**src/rtl/cpu_test_sequencer.sv**
```systemverilog
// cpu_test_sequencer: sequences a CPU through reset/run phases and checks its OUT stream against a table
module cpu_test_sequencer #(
    parameter int DATA_W         = 32,
    parameter int NUM_CHECKS     = 8,
    parameter int RESET_CYCLES   = 2,
    parameter int TIMEOUT_CYCLES = 4096,
    parameter int AW             = (NUM_CHECKS > 1) ? $clog2(NUM_CHECKS) : 1,
    parameter int CW             = $clog2(NUM_CHECKS + 1)
) (
    input  logic              clk,
    input  logic              reset,
    input  logic              start,
    input  logic [DATA_W-1:0] in_value,
    input  logic [CW-1:0]     num_checks,
    input  logic              exp_we,
    input  logic [AW-1:0]     exp_addr,
    input  logic [DATA_W-1:0] exp_data,
    input  logic              cpu_run,
    input  logic [DATA_W-1:0] cpu_out,
    output logic              cpu_reset,
    output logic              cpu_stop,
    output logic [DATA_W-1:0] cpu_in,
    output logic              busy,
    output logic              done,
    output logic              pass,
    output logic [2:0]        fail_code,
    output logic [AW-1:0]     fail_index,
    output logic [CW-1:0]     check_count
);
    localparam int TW  = $clog2(TIMEOUT_CYCLES);
    localparam int RCW = $clog2(RESET_CYCLES + 1);

    typedef enum logic [1:0] {IDLE, INIT, TEST, DONE} state_t;

    state_t            state, state_n;
    logic [DATA_W-1:0] tbl [NUM_CHECKS];
    logic [DATA_W-1:0] prev_out;
    logic [CW-1:0]     idx, idx_n, nchk;
    logic [TW-1:0]     timer;
    logic [RCW-1:0]    rcnt;
    logic              run_seen;
    logic              start_ok, init_end;
    logic              ev, in_range, match, mism, halt, tmo, term, fin_pass;
    logic [2:0]        code;

    assign cpu_reset = state == IDLE || state == INIT;
    assign cpu_stop  = state == IDLE || state == DONE;
    assign busy      = state == INIT || state == TEST;
    assign done      = state == DONE;
    assign start_ok  = start && (state == IDLE || state == DONE);
    assign init_end  = state == INIT && rcnt == RCW'(RESET_CYCLES - 1);

    // Per-cycle check of the OUT stream: mismatch/extra beats halt, halt beats timeout
    always_comb begin
        ev       = cpu_out != prev_out;
        in_range = idx < nchk;
        match    = ev && in_range && cpu_out == tbl[idx[AW-1:0]];
        mism     = ev && !match;
        idx_n    = idx + CW'(match);
        halt     = run_seen && !cpu_run;
        tmo      = timer == TW'(TIMEOUT_CYCLES - 1);
        term     = state == TEST && (mism || halt || tmo);
        fin_pass = !mism && halt && idx_n == nchk;
        code     = mism ? (in_range ? 3'd1 : 3'd4) : halt ? (fin_pass ? 3'd0 : 3'd3) : 3'd2;
    end

    // Next-state selection; start is only honoured from IDLE or DONE
    always_comb begin
        state_n = state;
        state_n = start_ok ? INIT : init_end ? TEST : term ? DONE : state;
    end

    // State register
    always_ff @(posedge clk or posedge reset) begin
        if (reset) state <= IDLE;
        else       state <= state_n;
    end

    // Run bookkeeping; TEST-entry values are reloaded every INIT cycle so the last one wins
    always_ff @(posedge clk or posedge reset) begin
        if (reset) begin
            cpu_in      <= '0;
            nchk        <= '0;
            pass        <= 1'b0;
            fail_code   <= 3'd0;
            fail_index  <= '0;
            check_count <= '0;
            rcnt        <= '0;
            prev_out    <= '0;
            run_seen    <= 1'b0;
            timer       <= '0;
            idx         <= '0;
        end else begin
            if (start_ok) begin
                cpu_in      <= in_value;
                nchk        <= (num_checks > CW'(NUM_CHECKS)) ? CW'(NUM_CHECKS) : num_checks;
                pass        <= 1'b0;
                fail_code   <= 3'd0;
                fail_index  <= '0;
                check_count <= '0;
                rcnt        <= '0;
            end
            if (state == INIT) begin
                rcnt     <= rcnt + 1'b1;
                prev_out <= cpu_out;
                run_seen <= 1'b0;
                timer    <= '0;
                idx      <= '0;
            end
            if (state == TEST) begin
                prev_out    <= cpu_out;
                run_seen    <= run_seen | cpu_run;
                timer       <= timer + 1'b1;
                idx         <= idx_n;
                check_count <= check_count + CW'(match);
                if (term) begin
                    pass       <= fin_pass;
                    fail_code  <= code;
                    fail_index <= fin_pass ? fail_index : idx[AW-1:0];
                end
            end
        end
    end

    // Expected-value table; frozen while a run is active and never reset
    always_ff @(posedge clk) begin
        if (exp_we && !busy && {1'b0, exp_addr} < (AW + 1)'(NUM_CHECKS)) tbl[exp_addr] <= exp_data;
    end
endmodule
```
**config.mk**
```make
export PLATFORM = sky130hd
export DESIGN_NAME = cpu_test_sequencer
export DESIGN_NICKNAME = d
export VERILOG_FILES = /design/src/rtl/cpu_test_sequencer.sv
export SDC_FILE = /design/constraint.sdc
export NUM_CORES = 1
export LEC_CHECK = 0
export CELL_PAD_IN_SITES_DETAIL_PLACEMENT = 1
export CELL_PAD_IN_SITES_GLOBAL_PLACEMENT = 2
export CORE_AREA = 2 2 221 201
export CTS_BUF_LIST = sky130_fd_sc_hd__clkbuf_4 sky130_fd_sc_hd__clkbuf_8
export DETAILED_ROUTE_END_ITERATION = 12
export DIE_AREA = 0 0 223 203
export GPL_TIMING_DRIVEN = 1
export PLACE_DENSITY = 0.67
export SYNTH_ARGS = -nofsm -noshare
export SYNTH_HDL_FRONTEND = slang
export SYNTH_SLANG_ARGS = --single-unit
```
**constraint.sdc**
```tcl
create_clock -name clk -period 6.1 [get_ports clk]
set_input_delay 1.22 -clock clk [delete_from_list [all_inputs] [get_ports clk]]
set_output_delay 1.22 -clock clk [all_outputs]
set_load 0.03 [all_outputs]
```
# Yosys cells after proc, flatten, opt, wreduce, memory -nomap -nowiden
# Memories as Yosys holds them, arrays and structs flattened.
# Index checks and enable logic that the tools add are counted.
# op_classes
addsub,4
order_cmp,2
eq_ne,9
mux,32
bitwise,1
reduce_logical,24
# op_table
operator,count
32-bit two-way mux,2
32-bit equality test,1
32-bit inequality test,1
3-bit two-way mux,9
12-bit two-way mux,2
4-bit two-way mux,5
2-bit two-way mux,7
"12-bit by 1-bit adder with 12-bit output, second input constant",1
"12-bit equality test, second input constant",1
1-bit logical AND,10
4-bit by 1-bit adder with 4-bit output,2
1-bit two-way mux,7
2-bit nonzero test,3
1-bit logical OR,5
"2-bit by 1-bit equality test with 1-bit output, second input constant",2
"2-bit equality test, second input constant",2
4-bit equality test,1
"4-bit greater-than comparator, second input constant",1
1-bit logical NOT,4
4-bit less-than comparator,1
"3-bit inequality test, second input constant",1
3-bit nonzero test,1
"2-bit by 1-bit adder with 2-bit output, second input constant",1
2-bit logical NOT,1
1-bit OR,1
# totals
register_bits,100
mem_bits_rw,256
input_bits,108
n_memories,1
# mem_list
name,words,width,rd,rd_ports_with_merged_regs,wr,line,text
tbl,8,32,1,0,1,36,logic [DATA_W-1:0] tbl [NUM_CHECKS];

# Longest topological paths before layout
# Gate-level depths: netlist (run 1).
# logic_depth
depth_word,13
ltp_mapped,20
depth_no_buf,17

# Worst setup path before layout (run 1)
# OpenSTA, ideal clock, no wires.
# synth_timing
path_kind,reg2reg
from,register state[0]
to,memory tbl[4][0] (enable)
setup_ns,0.505
arrival_time_ns,4.480
slack_ns,1.115
path_stages_with_launch,6
path_buffers,2
path_cell_list,dfrtp_1 inv_1 ha_1 clkbuf_1 buf_1 nor4_1
# synth_via
elab_chain_cells,6
# synth_lines
element,line,text
from (decl),35,"state_t state, state_n;"
from (signal assigned),76,else state <= state_n;
2-bit by 1-bit equality test with 1-bit output or 2-bit equality test (tied branches),48,assign busy = state == INIT || state == TEST;
1-bit logical OR (*),48,
via busy,23,"output logic busy,"
1-bit logical NOT (*),127,"if (exp_we && !busy && {1'b0, exp_addr} < (AW + 1)'(NUM_CHECKS)) tbl[exp_addr] <= exp_data;"
1-bit logical AND (*),127,
1-bit two-way mux (*),127,
1-bit two-way mux (not written as such) (*),127,
to (decl),36,
# Mark *: on every way through the listed nets, which the timed path passes. The rest lies on a longest branch.

# Final worst setup path (run 1)
# layout_timing
from,register idx[1]
to,register fail_index[0]
# layout_via
elab_chain_cells,10
# layout_lines
element,line,text
from (decl),38,"logic [CW-1:0] idx, idx_n, nchk;"
from (signal assigned),114,idx <= idx_n;
branches (longest 10 deep; another with memory read 8 x 32 bit),-,
to (signal assigned),119,fail_index <= fin_pass ? fail_index : idx[AW-1:0];
to (decl),27,"output logic [AW-1:0] fail_index,"
# Parallel ways; which one is timed is not known.
# A chain may end at the register's enable or synchronous reset.

==> flow_metrics.py, run 1 <==
metrics = {
    "outcome": {
        "status": "completed",
    },
    "final_layout": {
        "utilization": 0.429,
        "area_delta_synth_final_pct": 23.2,
        "nFillCells": 4273,
        "mostFrequentLayoutCell": "edfxtp_1",
        "post-route-cell-area_um2": 18400,
        "final_cell_count_no_fill": 1739,
        "drive_gt1_frac": 0.192,
        "final_cell_mix": "edfxtp_1 (256), clkdlybuf4s50_1 (154), nand2_1 (144), dfrtp_1 (97), clkbuf_8 (65)",
        "final_nets": 1254,
    },
    "critical_path": {
        "r2r_cells": 16,
        "cp_cell_sequence": "buf_4 -> buf_4 -> mux2_2 -> o22ai_1 -> or3_1 -> nand3_1 -> or4b_2 -> nor3_1 -> ha_1 -> ha_1 -> xnor2_1 -> xnor2_1 -> nand4_1 -> or3b_2 -> a21o_1 -> a32o_1",
        "startpoint_type": "flop",
        "reg2reg_slack_ns": 0.71,
        "critPathRequiredTime_ns": 6.63,
        "cp.arrival_ns": 5.92,
        "crit_path_max_fanout": 17,
        "worstSetupStartpoint": "idx[1]$_DFFE_PP0P_",
        "r2r_end": "fail_index[0]$_DFFE_PP0P_",
        "crit_type": "flop to flop",
        "r2r-start": "idx[1]$_DFFE_PP0P_",
        "path_depth": 16,
        "critPathBufInv": 2,
        "cp_slowest_stage_delay_ns": 0.72,
        "end_kind": "flop",
        "crit_family": "simple AND/OR/NAND/NOR gates",
        "crit_slowest_cell": "dfrtp_2",
        "endpoint": "fail_index[0]$_DFFE_PP0P_",
    },
    "placed_design": {
        "gp_congestion": 0.743,
        "placed_cell_area_um2": 17100,
        "io_buffers": 154,
        "detailedPlace.worstSlack_ns": 0.459,
        "dp_cells": 1626,
        "dpl.hpwl_mm": 23.9,
    },
    "detailed_routing": {
        "wl_per_cell_um": 22.2,
        "vias_per_cell": 4.98,
        "drt_first_pass_iters": 4,
        "drc": 0,
        "via_count": 8653,
        "drt_wl_total_mm": 38.6,
        "ant_nets": 0,
        "first_iter_violations": 513,
    },
    "pwr": {
        "power_density_nw_per_um2": 381,
        "ir_drop_v": 0.000280,
        "p_leak_nw": 6.57,
    },
    "clocking": {
        "cts_buffers": 60,
        "post_cts_buffers": 0,
        "insertion_delay_ns": 0.67,
        "cts_hold_buf": 0,
        "cts.clk_slew.worst_paths_ns": 0.06,
        "cts_buffer_depth": 3,
        "cts_max_level": 2,
        "root_buffer": "clkbuf_8",
        "cts_sinks": 356,
        "cts_tree": "done",
        "postCtsResizedCells": 0,
    },
    "floorplanning": {
        "io_pins": 155,
        "dieArea_um2": 45300,
        "initial_core_util": 0.348,
        "die-height_um": 203,
        "core-area_um2": 42800,
        "die_w_um": 223,
        "fp-row-count": 72,
    },
    "sta": {
        "period_needed_ns": 5.39,
        "rsz0062_at_grt": "no",
        "tightest_slew_ns": 0.843,
        "hold_viol_final": 0,
        "setup_slack_ns": 0.711,
        "clock.fmax_mhz": 186,
        "slew_violations": 0,
        "slew_headroom": 0.438,
        "skew_ns": 0.0299,
        "period_share": 0.883,
        "finalSetupViolCount": 0,
        "finalSetupTns_ns": 0,
    },
    "hold_path": {
        "holdCritPathClass": "flop to flop",
    },
    "synthesis": {
        "ys_ff_latch": 356,
        "synth_cells": 934,
        "seq_area_frac_synth": 0.684,
        "synth_warnings": 0,
        "ys_types": 54,
        "yosysTopAreaCell": "edfxtp_1",
        "syn-mean-instance-area_um2": 16.0,
        "yosys-top-cells-area": "edfxtp_1 (52%), dfrtp_1 (17%), mux4_2 (7.0%)",
        "syn-num-nets": 1055,
        "synth.top_cell.area_share": 0.516,
        "syn_area_um2": 14900,
    },
    "grt": {
        "grt-ovfl-total": 0,
        "grt_max_degree": 61,
        "grt.total_usage": 0.174,
        "grt_pass1_wl_mm": 58.8,
        "antenna_found_initial": 1,
        "grt_pass1_vias": 9218,
    },
    "run": {
        "cap_violations": 0,
    },
}
[cell usage after synthesis, drive strengths merged]
cell type,instances
a22oi,9
nor4,8
inv,15
dfrtp,100
xor2,33
nand4bb,1
nand3b,4
nor3,7
buf,24
xnor2,43
and4b,3
a21oi,4
mux2i,52
o32ai,1
nand4,18
o2bb2ai,2
a21boi,1
o21ai,16
clkbuf,15
or3b,2
or3,3
o211ai,1
nand3,17
or2,1
nor2,19
or4b,1
o31ai,3
and3,3
nand2,144
a22o,3
mux2,34
mux4,50
a31o,3
a31oi,1
nor2b,5
a32o,4
a21o,4
edfxtp,256
and4,2
o22ai,3
nand2b,4
ha,13
clkinv,1
and2,1
[tightest hold or removal path, cell delays in order, from the launching register on]
cell and delay [ns]:
dfrtp_1 0.34, nand2_1 0.05, nand2_1 0.05
[cell families (layout without fill, tap and decap cells)]
group,count (synthesis),after routing,synth area share
buf+inv,55,304,0.0214
xor+xnor,76,76,0.0447
compound gates,55,55,0.0266
other cells,0,1,0
simple gates,243,243,0.0756
flops,356,356,0.684
fa+ha+maj,13,13,0.0109
mux,136,136,0.137
[metal layers]
layer  GRT usage  wire length, um  vias up
li1            -                -     3923
met3      0.0288             1580       73
met1       0.246            18500     4426
met2       0.275            17700      231
met4      0.0535              859        0
met5           0                0        -
[report_power, final]
group	internal [mW]	switching, mW	total [mW]
combinational	0.713	1.03	1.74
clock	1.16	0.985	2.15
sequential	2.94	0.165	3.11
[stage by stage]
step | hold slack, ns | power, mW
final | 0.473 | 7.00
after global placement | 0.457 | 4.89
after CTS | 0.477 | 7.10
after global routing | 0.507 | 7.36
after detailed placement | 0.462 | 4.93
after floorplan | 0.455 | 4.21
[cell type report]
cell class                 count  area [um2]  area share
clock inverter                19         115     0.00627
antenna                        1        2.50    0.000136
inverter                      16        62.6     0.00341
multi-input combinational    523        4460       0.243
sequential                   356       10200       0.555
clock buffer                  93        1100      0.0602
timing repair buffer         176        1730      0.0943
tap                          555         694      0.0378
[how the worst min path moves through the flow]
stage,startpoint,end,depth (start not counted)
5_1_grt,cpu_in[5]$_DFFE_PP0P_,cpu_in[5]$_DFFE_PP0P_,2
4_1_cts,cpu_in[11]$_DFFE_PP0P_,cpu_in[11]$_DFFE_PP0P_,2
6_report,cpu_in[0]$_DFFE_PP0P_,cpu_in[0]$_DFFE_PP0P_,2
3_3_place_gp,cpu_in[27]$_DFFE_PP0P_,cpu_in[27]$_DFFE_PP0P_,2
2_1_floorplan,rcnt[0]$_DFFE_PP0P_,rcnt[0]$_DFFE_PP0P_,1
3_5_place_dp,cpu_in[0]$_DFFE_PP0P_,cpu_in[0]$_DFFE_PP0P_,2
[registers in the layout, summed over array words and instances, names as in the netlist]
register / count
tbl: 256
idx: 4
prev_out: 32
fail_code: 3
state: 2
timer: 12
rcnt: 2
check_count: 4
pass: 1
cpu_in: 32
nchk: 4
run_seen: 1
fail_index: 3
(Power assumes the default switching activity.)
==> run 2: changes to the inputs <==
--- a/config.mk
+++ b/config.mk
@@ -14,3 +14,3 @@
 export GPL_TIMING_DRIVEN = 1
-export PLACE_DENSITY = 0.67
+export PLACE_DENSITY = 0.69
 export SYNTH_ARGS = -nofsm -noshare
@@ -18 +18,2 @@
 export SYNTH_SLANG_ARGS = --single-unit
+export TNS_END_PERCENT = 5
==> constraint.sdc (replaced) <==
create_clock -name clk -period 4.6 [get_ports clk]
set_input_delay 1.15 -clock clk [delete_from_list [all_inputs] [get_ports clk]]
set_output_delay 1.15 -clock clk [all_outputs]
set_load 0.03 [all_outputs]
==> run 2 against run 1 <==
Against the previous run:
- critical endpoint is now fail_index[1]$_DFFE_PP0P_
- first-iteration DRC count down 2.3%
- worst hold slack hardly changed
- count of clock-buffer cells in the layout fell by 9
- critical path depth rose by 4
- die area did not move
- fmax is 22% higher
- cell area is 5.3% higher
- sequential share of layout area fell by 2.8 points
- clock skew is essentially flat
- combinational power is 36% higher
- clock power grew 36%
- final cell count increased by 4.7%
==> flow_metrics.py, run 2 (synthesized netlist as in run 1, its figures left out) <==
metrics = {
    "sta": {
        "clock.fmax_mhz": 226,
        "tightest_slew_ns": 0.907,
        "setup_slack_ns": 0.172,
        "finalSetupViolCount": 0,
        "period_share": 0.963,
        "slew_violations": 0,
        "period_needed_ns": 4.43,
        "hold_viol_final": 0,
        "slew_headroom": 0.395,
        "skew_ns": 0.0297,
        "rsz0062_at_grt": "yes",
    },
    "final_layout": {
        "largest_reg_flops": 256,
        "mostFrequentLayoutCell": "edfxtp_1",
        "top_regs": "tbl x256, cpu_in x32, prev_out x32",
        "final_cell_mix": "edfxtp_1 (256), clkdlybuf4s50_1 (154), nand2_1 (144), dfrtp_1 (97), buf_4 (90)",
        "area_delta_synth_final_pct": 29.7,
        "final_nets": 1337,
        "diodes": 0,
        "regMostFlops": "tbl",
        "drive_gt1_frac": 0.254,
    },
    "detailed_routing": {
        "drc": 0,
        "first_iter_violations": 501,
        "via_count": 8922,
        "ant_nets": 0,
        "vias_per_cell": 4.90,
        "wl_per_cell_um": 21.3,
        "drt_wl_total_mm": 38.7,
        "drt_first_pass_iters": 4,
    },
    "grt": {
        "met3_usage": 0.0327,
        "grtUsageMet2": 0.278,
        "antenna_found_initial": 0,
        "grt_max_degree": 64,
        "grt.total_usage": 0.174,
        "grt_pass1_vias": 9650,
        "grt_pass1_wl_mm": 59.1,
        "grt-ovfl-total": 0,
        "met1_usage": 0.241,
        "top_usage_layer": "met2",
    },
    "pwr": {
        "ir_drop_v": 0.000333,
        "switching_share": 0.302,
        "p_leak_nw": 7.05,
        "power.switching_mw": 2.84,
        "clkPwrFrac": 0.311,
        "seq_power_share": 0.438,
        "fin_total_pwr_mw": 9.42,
        "power_density_nw_per_um2": 487,
        "combPwrFrac": 0.251,
        "p_int_mw": 6.58,
    },
    "floorplanning": {
        "core-area_um2": 42800,
        "die_w_um": 223,
        "initial_core_util": 0.348,
        "io_pins": 155,
        "dieArea_um2": 45300,
        "die-height_um": 203,
        "fp-row-count": 72,
    },
    "run": {
        "cap_violations": 0,
    },
    "critical_path": {
        "crit_path_max_fanout": 10,
        "end_kind": "flop",
        "cp.arrival_ns": 4.94,
        "startpoint_type": "flop",
        "critPathRequiredTime_ns": 5.12,
        "crit_type": "flop to flop",
    },
    "placed_design": {
        "detailedPlace.worstSlack_ns": -0.442,
        "dpl.hpwl_mm": 24.8,
        "io_buffers": 154,
        "gp_congestion": 0.745,
    },
    "clocking": {
        "insertion_delay_ns": 0.65,
        "cts_buffer_depth": 3,
        "cts_max_level": 2,
        "cts_buffers": 59,
        "cts_sinks": 356,
        "root_buffer": "clkbuf_8",
        "cts_hold_buf": 0,
        "cts.clk_slew.worst_paths_ns": 0.06,
        "cts_tree": "done",
    },
    "outcome": {
        "status": "completed",
    },
    "hold_path": {
        "holdCritPathClass": "flop to flop",
    },
}
==> run 2: changes by cell type in the layout (fill, tap and decap cells not counted), moves of 3 or more <==
| cell | change |
|---|---|
| mux2i_1 | -5 |
| xnor2_2 | +4 |
| clkinv_1 | +4 |
| clkbuf_4 | -6 |
| mux2i_4 | +3 |
| bufinv_16 | +4 |
| clkbuf_8 | -3 |
| buf_12 | +9 |
| xor2_2 | +3 |
| xnor2_1 | -4 |
| xor2_1 | -3 |
| buf_6 | +3 |
| buf_4 | +70 |
==> run 2: repair_timing <==
action,4_1_cts,5_1_grt
cloned,1,0
setup endpoints to repair,5,6
pin swaps,7,14
gates resized for setup,11,19
buffers inserted,10,1
==> run 2: final timing paths <==
path,from,endpoint,slack (ns),cells past startpoint
worst min register to register,cpu_in[22]$_DFFE_PP0P_,cpu_in[22]$_DFFE_PP0P_,0.47,2
max in group asynchronous,reset,timer[3]$_DFFE_PP0P_,2.79,3
min in group asynchronous,reset,cpu_in[15]$_DFFE_PP0P_,1.05,2
worst max-delay path,idx[1]$_DFFE_PP0P_,fail_index[1]$_DFFE_PP0P_,0.17,20
worst min-delay path,cpu_in[22]$_DFFE_PP0P_,cpu_in[22]$_DFFE_PP0P_,0.47,2
worst max register to register,idx[1]$_DFFE_PP0P_,fail_index[1]$_DFFE_PP0P_,0.17,20
==> run 2: final cells by class <==
| class | instances | area (um2) |
|---|---|---|
| multi-input combinational | 523 | 4610 |
| clock buffer | 84 | 1020 |
| inverter | 16 | 62.6 |
| tap | 555 | 694 |
| timing repair buffer | 260 | 2510 |
| clock inverter | 27 | 234 |
| fill | 4298 | 23500 |
| sequential | 356 | 10200 |
==> run 2: worst max-delay path, stage by stage (launching register included) <==
cell,delay (ns)
dfrtp_2,0.44
buf_12,0.14
buf_4,0.16
buf_4,0.17
buf_12,0.15
mux4_2,0.33
mux2i_4,0.18
xor2_1,0.28
nand3_1,0.14
and4b_1,0.28
nand4_1,0.14
nor3_4,0.22
buf_6,0.14
ha_4,0.14
ha_4,0.14
xnor2_2,0.11
xnor2_1,0.13
nand4_1,0.15
or3b_4,0.40
a21o_1,0.19
a32o_1,0.26
==> run 2: power by group through the flow <==
stage                     combinational [mW]  sequential, mW  clock [mW]
after detailed placement                2.36            4.19           0
after global placement                  2.32            4.16           0
after global routing                    2.57            4.18        3.17
after floorplan                         1.16            4.43           0
final                                   2.37            4.12        2.93
after CTS                               2.40            4.12        3.03
==> run 2: per-layer routing <==
layer / up-vias / wire length [um] / share of wire
li1: 4080 / - / -
met1: 4542 / 17600 / 0.46
met2: 243 / 18100 / 0.47
met3: 57 / 2200 / 0.057
met4: 0 / 769 / 0.020
met5: - / 0 / 0
==> run 2: per-stage QoR <==
stage	util	cell area, um2	std cells	setup TNS (ns)	hold WS (ns)
floorplan	-	14900	934	0	0.455
detailed placement	0.415	17800	1698	-1.93	0.464
CTS	0.449	19200	1820	0	0.480
global placement	0.415	17800	1698	-1.68	0.458
global route	0.452	19300	1821	-0.187	0.502
finish	0.452	19300	1821	0	0.473
